$ cat src/rtl/pulse_burst_gen_if.sv
// rtl/pulse_burst_gen_if.sv - control/status bundle between burst control logic and pulse_burst_gen
interface pulse_burst_gen_if #(
  parameter int CNT_W = 16,
  parameter int PER_W = 16
) ();
  logic             start_i;
  logic             abort_i;
  logic [CNT_W-1:0] pulse_count_i;
  logic [PER_W-1:0] high_cycles_i;
  logic [PER_W-1:0] low_cycles_i;
  logic             pulse_o;
  logic             busy_o;
  logic             done_o;
  logic [CNT_W-1:0] pulses_sent_o;

  modport master (
    output start_i, abort_i, pulse_count_i, high_cycles_i, low_cycles_i,
    input  pulse_o, busy_o, done_o, pulses_sent_o
  );

  modport slave (
    input  start_i, abort_i, pulse_count_i, high_cycles_i, low_cycles_i,
    output pulse_o, busy_o, done_o, pulses_sent_o
  );
endinterface

$ cat src/rtl/pulse_burst_gen.sv
// rtl/pulse_burst_gen.sv - programmable burst of N rectangular pulses on a registered output pin
module pulse_burst_gen #(
  parameter int CNT_W = 16,
  parameter int PER_W = 16
) (
  input  logic              CLK_IN,
  input  logic              RST_N_IN,
  pulse_burst_gen_if.slave  bus
);

  typedef enum logic [1:0] {
    S_IDLE = 2'd0,
    S_HIGH = 2'd1,
    S_LOW  = 2'd2
  } state_t;

  state_t           state_q, state_d;
  logic [PER_W-1:0] timer_q, timer_d;
  logic [CNT_W-1:0] count_q, count_d;
  logic [PER_W-1:0] high_q, high_d;
  logic [PER_W-1:0] low_q, low_d;
  logic [CNT_W-1:0] sent_q, sent_d;
  logic             pulse_q, pulse_d;
  logic             busy_q, busy_d;
  logic             done_q, done_d;

  logic [PER_W-1:0] high_eff;
  logic [PER_W-1:0] low_eff;
  logic [CNT_W-1:0] sent_inc;
  logic             timer_last;

  // Zero-length phases would stall the down-counter, so they run as one cycle.
  assign high_eff   = (bus.high_cycles_i == '0) ? PER_W'(1) : bus.high_cycles_i;
  assign low_eff    = (bus.low_cycles_i == '0) ? PER_W'(1) : bus.low_cycles_i;
  assign sent_inc   = sent_q + CNT_W'(1);
  assign timer_last = (timer_q == PER_W'(1));

  always_ff @(posedge CLK_IN) begin
    if (!RST_N_IN) begin
      state_q <= S_IDLE;
      timer_q <= '0;
      count_q <= '0;
      high_q  <= '0;
      low_q   <= '0;
      sent_q  <= '0;
      pulse_q <= 1'b0;
      busy_q  <= 1'b0;
      done_q  <= 1'b0;
    end else begin
      state_q <= state_d;
      timer_q <= timer_d;
      count_q <= count_d;
      high_q  <= high_d;
      low_q   <= low_d;
      sent_q  <= sent_d;
      pulse_q <= pulse_d;
      busy_q  <= busy_d;
      done_q  <= done_d;
    end
  end

  always_comb begin
    state_d = state_q;
    timer_d = timer_q;
    count_d = count_q;
    high_d  = high_q;
    low_d   = low_q;
    sent_d  = sent_q;
    pulse_d = pulse_q;
    busy_d  = busy_q;
    done_d  = 1'b0;

    unique case (state_q)
      S_IDLE: begin
        pulse_d = 1'b0;
        busy_d  = 1'b0;
        if (bus.start_i) begin
          sent_d = '0;
          if (bus.pulse_count_i == '0) begin
            done_d = 1'b1;
          end else begin
            count_d = bus.pulse_count_i;
            high_d  = high_eff;
            low_d   = low_eff;
            timer_d = high_eff;
            state_d = S_HIGH;
            pulse_d = 1'b1;
            busy_d  = 1'b1;
          end
        end
      end

      S_HIGH: begin
        // Abort beats expiry, so a truncated high phase is never counted.
        if (bus.abort_i) begin
          state_d = S_IDLE;
          pulse_d = 1'b0;
          busy_d  = 1'b0;
        end else if (timer_last) begin
          sent_d  = sent_inc;
          pulse_d = 1'b0;
          if (sent_inc == count_q) begin
            state_d = S_IDLE;
            busy_d  = 1'b0;
            done_d  = 1'b1;
          end else begin
            state_d = S_LOW;
            timer_d = low_q;
          end
        end else begin
          timer_d = timer_q - PER_W'(1);
        end
      end

      S_LOW: begin
        if (bus.abort_i) begin
          state_d = S_IDLE;
          pulse_d = 1'b0;
          busy_d  = 1'b0;
        end else if (timer_last) begin
          state_d = S_HIGH;
          timer_d = high_q;
          pulse_d = 1'b1;
        end else begin
          timer_d = timer_q - PER_W'(1);
        end
      end

      default: begin
        state_d = S_IDLE;
        pulse_d = 1'b0;
        busy_d  = 1'b0;
      end
    endcase
  end

  assign bus.pulse_o       = pulse_q;
  assign bus.busy_o        = busy_q;
  assign bus.done_o        = done_q;
  assign bus.pulses_sent_o = sent_q;

endmodule

$ cat src/flat_wrapper.sv
// flat-port wrapper written by rule: the top's interface ports become plain ports
module pulse_burst_gen_flat 
#(
  parameter int CNT_W = 16,
  parameter int PER_W = 16
)
  (CLK_IN, RST_N_IN, bus_start_i, bus_abort_i, bus_pulse_count_i, bus_high_cycles_i, bus_low_cycles_i, bus_pulse_o, bus_busy_o, bus_done_o, bus_pulses_sent_o);
  pulse_burst_gen_if #(.CNT_W(CNT_W), .PER_W(PER_W)) bus_i ();
  input  logic CLK_IN;
  input  logic RST_N_IN;
  input wire logic [$bits(bus_i.start_i)-1:0] bus_start_i;
  input wire logic [$bits(bus_i.abort_i)-1:0] bus_abort_i;
  input wire logic [$bits(bus_i.pulse_count_i)-1:0] bus_pulse_count_i;
  input wire logic [$bits(bus_i.high_cycles_i)-1:0] bus_high_cycles_i;
  input wire logic [$bits(bus_i.low_cycles_i)-1:0] bus_low_cycles_i;
  output wire logic [$bits(bus_i.pulse_o)-1:0] bus_pulse_o;
  output wire logic [$bits(bus_i.busy_o)-1:0] bus_busy_o;
  output wire logic [$bits(bus_i.done_o)-1:0] bus_done_o;
  output wire logic [$bits(bus_i.pulses_sent_o)-1:0] bus_pulses_sent_o;
  assign bus_i.start_i = bus_start_i;
  assign bus_i.abort_i = bus_abort_i;
  assign bus_i.pulse_count_i = bus_pulse_count_i;
  assign bus_i.high_cycles_i = bus_high_cycles_i;
  assign bus_i.low_cycles_i = bus_low_cycles_i;
  assign bus_pulse_o = bus_i.pulse_o;
  assign bus_busy_o = bus_i.busy_o;
  assign bus_done_o = bus_i.done_o;
  assign bus_pulses_sent_o = bus_i.pulses_sent_o;
  pulse_burst_gen #(.CNT_W(CNT_W), .PER_W(PER_W)) u_core (.CLK_IN(CLK_IN), .RST_N_IN(RST_N_IN), .bus(bus_i));
endmodule
$ cat config.mk
export PLATFORM = sky130hd
export DESIGN_NAME = pulse_burst_gen_flat
export DESIGN_NICKNAME = d
export VERILOG_FILES = /design/src/rtl/pulse_burst_gen_if.sv /design/src/rtl/pulse_burst_gen.sv /design/src/flat_wrapper.sv
export SDC_FILE = /design/constraint.sdc
export NUM_CORES = 1
export LEC_CHECK = 0
export ABC_AREA = 1
export BUFFER_PORTS_ARGS = -buffer_cell sky130_fd_sc_hd__buf_2
export CELL_PAD_IN_SITES_DETAIL_PLACEMENT = 1
export CELL_PAD_IN_SITES_GLOBAL_PLACEMENT = 1
export CORE_MARGIN = 10
export CORE_UTILIZATION = 41
export CTS_BUF_LIST = sky130_fd_sc_hd__clkbuf_8
export CTS_CLUSTER_DIAMETER = 80
export CTS_CLUSTER_SIZE = 16
export DETAILED_ROUTE_END_ITERATION = 7
export GPL_ROUTABILITY_DRIVEN = 0
export HOLD_SLACK_MARGIN = 0.08
export PLACE_DENSITY = 0.81
export SLEW_MARGIN = 20
export SYNTH_ARGS = -nofsm -noshare
export SYNTH_HDL_FRONTEND = slang
export SYNTH_SLANG_ARGS = --single-unit
$ cat constraint.sdc
create_clock -name CLK_IN -period 2.4 [get_ports CLK_IN]
set_input_delay 0.24 -clock CLK_IN [delete_from_list [all_inputs] [get_ports CLK_IN]]
set_output_delay 0.24 -clock CLK_IN [all_outputs]
set_load 0.02 [all_outputs]
==> run_results.csv <==
group,metric,value,unit
routing,wl_per_cell,18.2,um
clocking,clockBufferDepth,2,
synthesis,yosysWarnings,0,
setup_path,cp_max_fo,7,
grt,gr-usage-all-layers,0.216,
min_path,hp-start,"bus_low_cycles_i[10]",
clocking,cts_tree,"yes",
power_and_ir_drop,ir_drop,0.000431,V
routing,vias_per_cell,5.68,
routing,vias,5905,
timing,slew_headroom,0.361,
timing,period_share,0.944,
routing,drc,0,
clocking,cts_max_level,3,
power_and_ir_drop,powerDensity,723,nW/um^2
timing,maxSlewViolCount,0,
grt,first_global_vias,5936,
finish,area_growth,20.8,%
clocking,numCtsBuffers,9,
floorplanning,num_rows,40,
finish,seqCellArea,1720,um^2
floorplanning,dieArea,17100,um^2
synthesis,ys_seq_area_frac,0.339,
setup_path,crit_type,"register to register",
floorplanning,io_pins,71,
floorplanning,fp.dieH,131,um
floorplanning,chipWidth,131,um
timing,fin_crit,2260,ps
setup_path,reg2reg_to,"u_core.timer_q[12]",
routing,wl,18900,um
timing,finalHoldViolCount,0,
grt,overflow,0,
setup_path,crit_required,2670,ps
finish,drive_gt1_frac,0.189,
min_path,hold_path_end,"u_core.low_q[10]",
min_path,hp-class,"input port to register",
timing,fin_ws,135,ps
clocking,root_buffer,"clkbuf_8",
timing,fmax,442,MHz
synthesis,synth_area,5020,um^2
synthesis,synth_cells,811,
routing,drtAntennaViolNets,0,
clocking,clock-sinks,85,
synthesis,ys.flop_type,"dfxtp_1",
grt,grt_max_degree,35,
finish,multi_input_area,3050,um^2
clocking,clk_latency,390,ps
finish,fillers,1658,
synthesis,ys_types,34,
synthesis,syn-num-nets,870,
finish,finalInstanceArea,6060,um^2
timing,setup_violations,0,
synthesis,async_flop_share,0,
synthesis,synth-edff-count,0,
power_and_ir_drop,leakage,0.00271,uW
routing,drt_pass1_iterations,5,
synthesis,avgSynthCellArea,6.19,um^2
clocking,cts_hold_repair.buffers,0,
timing,worst_pin_slew,957,ps
setup_path,worstReg2RegStart,"u_core.bus.pulses_sent_o[1]",
placed_design,port_buffers,70,
floorplanning,start_util,0.418,
setup_path,reg2reg_slack,140,ps
setup_path,worst_ep_arrival_time,2540,ps
placed_design,dp_hpwl,13900,um
setup_path,startpoint_type,"register",
floorplanning,fp.coreArea,12000,um^2
timing,finClkSkew,14.8,ps
setup_path,end_kind,"register",
finish,final_nets,946,
run,maxCapViolCount,0,
clocking,clkTransAtPathRegs,100,ps
grt,grt_pass1_wl,29400,um
synthesis,yosys_register_bits,85,
finish,antenna_cells,0,
grt,antenna_found_initial,0,
timing,fin_tns_setup,0,ps
placed_design,placed_cell_area,5570,um^2
setup_path,reg2reg_depth,15,
run_status,status,"complete, no violations",
routing,drtIter0Drc,463,
placed_design,pre_cts_ws,28.2,ps
min_path,hold_depth,3,
## placed cells by master (no fill, tap or decap), types with 7 or more instances in the layout
cell / count
nand3_1: 52
nor2_1: 115
o21ai_0: 87
nand2_1: 188
nor4_1: 12
buf_2: 70
clkbuf_8: 10
inv_1: 68
dfxtp_1: 74
dfxtp_2: 11
nand4_1: 16
nand2_2: 13
a21oi_1: 67
buf_4: 25
nor2_2: 7
## metrics by stage
step	hold slack [ps]	total power (uW)	instances	util
2_1_floorplan	385	2730	811	-
3_3_place_gp	449	3150	1012	0.464
3_5_place_dp	452	3220	1012	0.464
4_1_cts	102	4370	1028	0.482
5_1_grt	104	4680	1039	0.505
6_report	107	4380	1039	0.505
## where the power goes
| part | switching (uW) | internal [uW] |
|---|---|---|
| Clock | 619 | 530 |
| Sequential | 147 | 1590 |
| Combinational | 999 | 495 |
| Total | 1770 | 2620 |
## layer usage
| metal | wire, um | vias to the layer above | track usage |
|---|---|---|---|
| li1 | - | 2840 | - |
| met1 | 7600 | 2871 | 0.241 |
| met2 | 9910 | 154 | 0.406 |
| met3 | 836 | 40 | 0.0298 |
| met4 | 560 | 0 | 0.0791 |
| met5 | 0 | - | 0 |
## synthesized netlist by cell type, types with 3 or more instances
cell | instances | area (um^2)
dfxtp_1 | 85 | 1700
nand2_1 | 198 | 743
ha_1 | 7 | 87.6
nor3_1 | 6 | 30.0
buf_2 | 3 | 15.0
nand3b_1 | 6 | 45.0
xor2_1 | 4 | 35.0
a22oi_1 | 6 | 45.0
a31oi_1 | 4 | 25.0
o21ai_0 | 89 | 445
nand2_2 | 6 | 37.5
inv_1 | 68 | 255
nand4_1 | 16 | 100
clkbuf_1 | 30 | 113
nor2_1 | 123 | 462
nand3_1 | 58 | 290
nor4_1 | 12 | 75.1
nor2_4 | 3 | 33.8
a21oi_1 | 69 | 345
## sequential cells by signal, summed over array words and instances, names as in the netlist
name,cells
u_core.high_q,16
u_core.bus.done_o,1
u_core.state_q,2
u_core.bus.busy_o,1
u_core.bus.pulse_o,1
u_core.bus.pulses_sent_o,16
u_core.timer_q,16
u_core.low_q,16
u_core.count_q,16
## cells by family (layout without fill, tap and decap cells)
group,after synthesis,count (layout),share of synthesized area
DFF,85,85,0.339
buffers and inverters,105,186,0.0808
adders and majority gates,7,7,0.0175
and+or+nand+nor,432,432,0.369
AOI/OAI and AO/OA,176,176,0.184
xor gates and xnor gates,6,6,0.0105
## cell type report
cell class / count / share of cell area
clock buffer: 10 / 0.0227
clock inverter: 6 / 0.0128
inverter: 70 / 0.0433
multi-input combinational: 621 / 0.504
sequential: 85 / 0.283
tap: 147 / 0.0303
timing repair buffer: 100 / 0.104
## worst max path at each step
| stage | startpoint | to | slack, ps | cells after the start |
|---|---|---|---|---|
| 2_1_floorplan | u_core.bus.pulses_sent_o[0] | u_core.timer_q[0] | 190 | 15 |
| 3_3_place_gp | bus_pulse_count_i[11] | u_core.low_q[2] | 100 | 8 |
| 3_5_place_dp | u_core.bus.pulses_sent_o[1] | u_core.timer_q[7] | 30 | 14 |
| 4_1_cts | u_core.bus.pulses_sent_o[1] | u_core.timer_q[7] | 100 | 14 |
| 5_1_grt | u_core.bus.pulses_sent_o[1] | u_core.timer_q[12] | -80 | 13 |
| 6_report | u_core.bus.pulses_sent_o[1] | u_core.timer_q[12] | 140 | 15 |
## critical path, cell delays in order, from the launching register on
cell	delay, ps
dfxtp_2	370
ha_4	180
nand2_4	70
nor2_4	220
nand2_1	110
nand2_2	100
nand2_2	70
nand2_1	90
nand2_1	60
nor2_1	110
nand3_1	90
nor2_2	130
nand3_4	170
clkbuf_16	200
a21oi_1	130
nor2_1	60
## timing repair
item                       in CTS  in global routing
pin swaps                       0                 18
cloned                          0                  3
gates resized for setup         1                 49
setup endpoints to repair       2                 17
setup buffers                   0                  8
(Power assumes the default switching activity.)
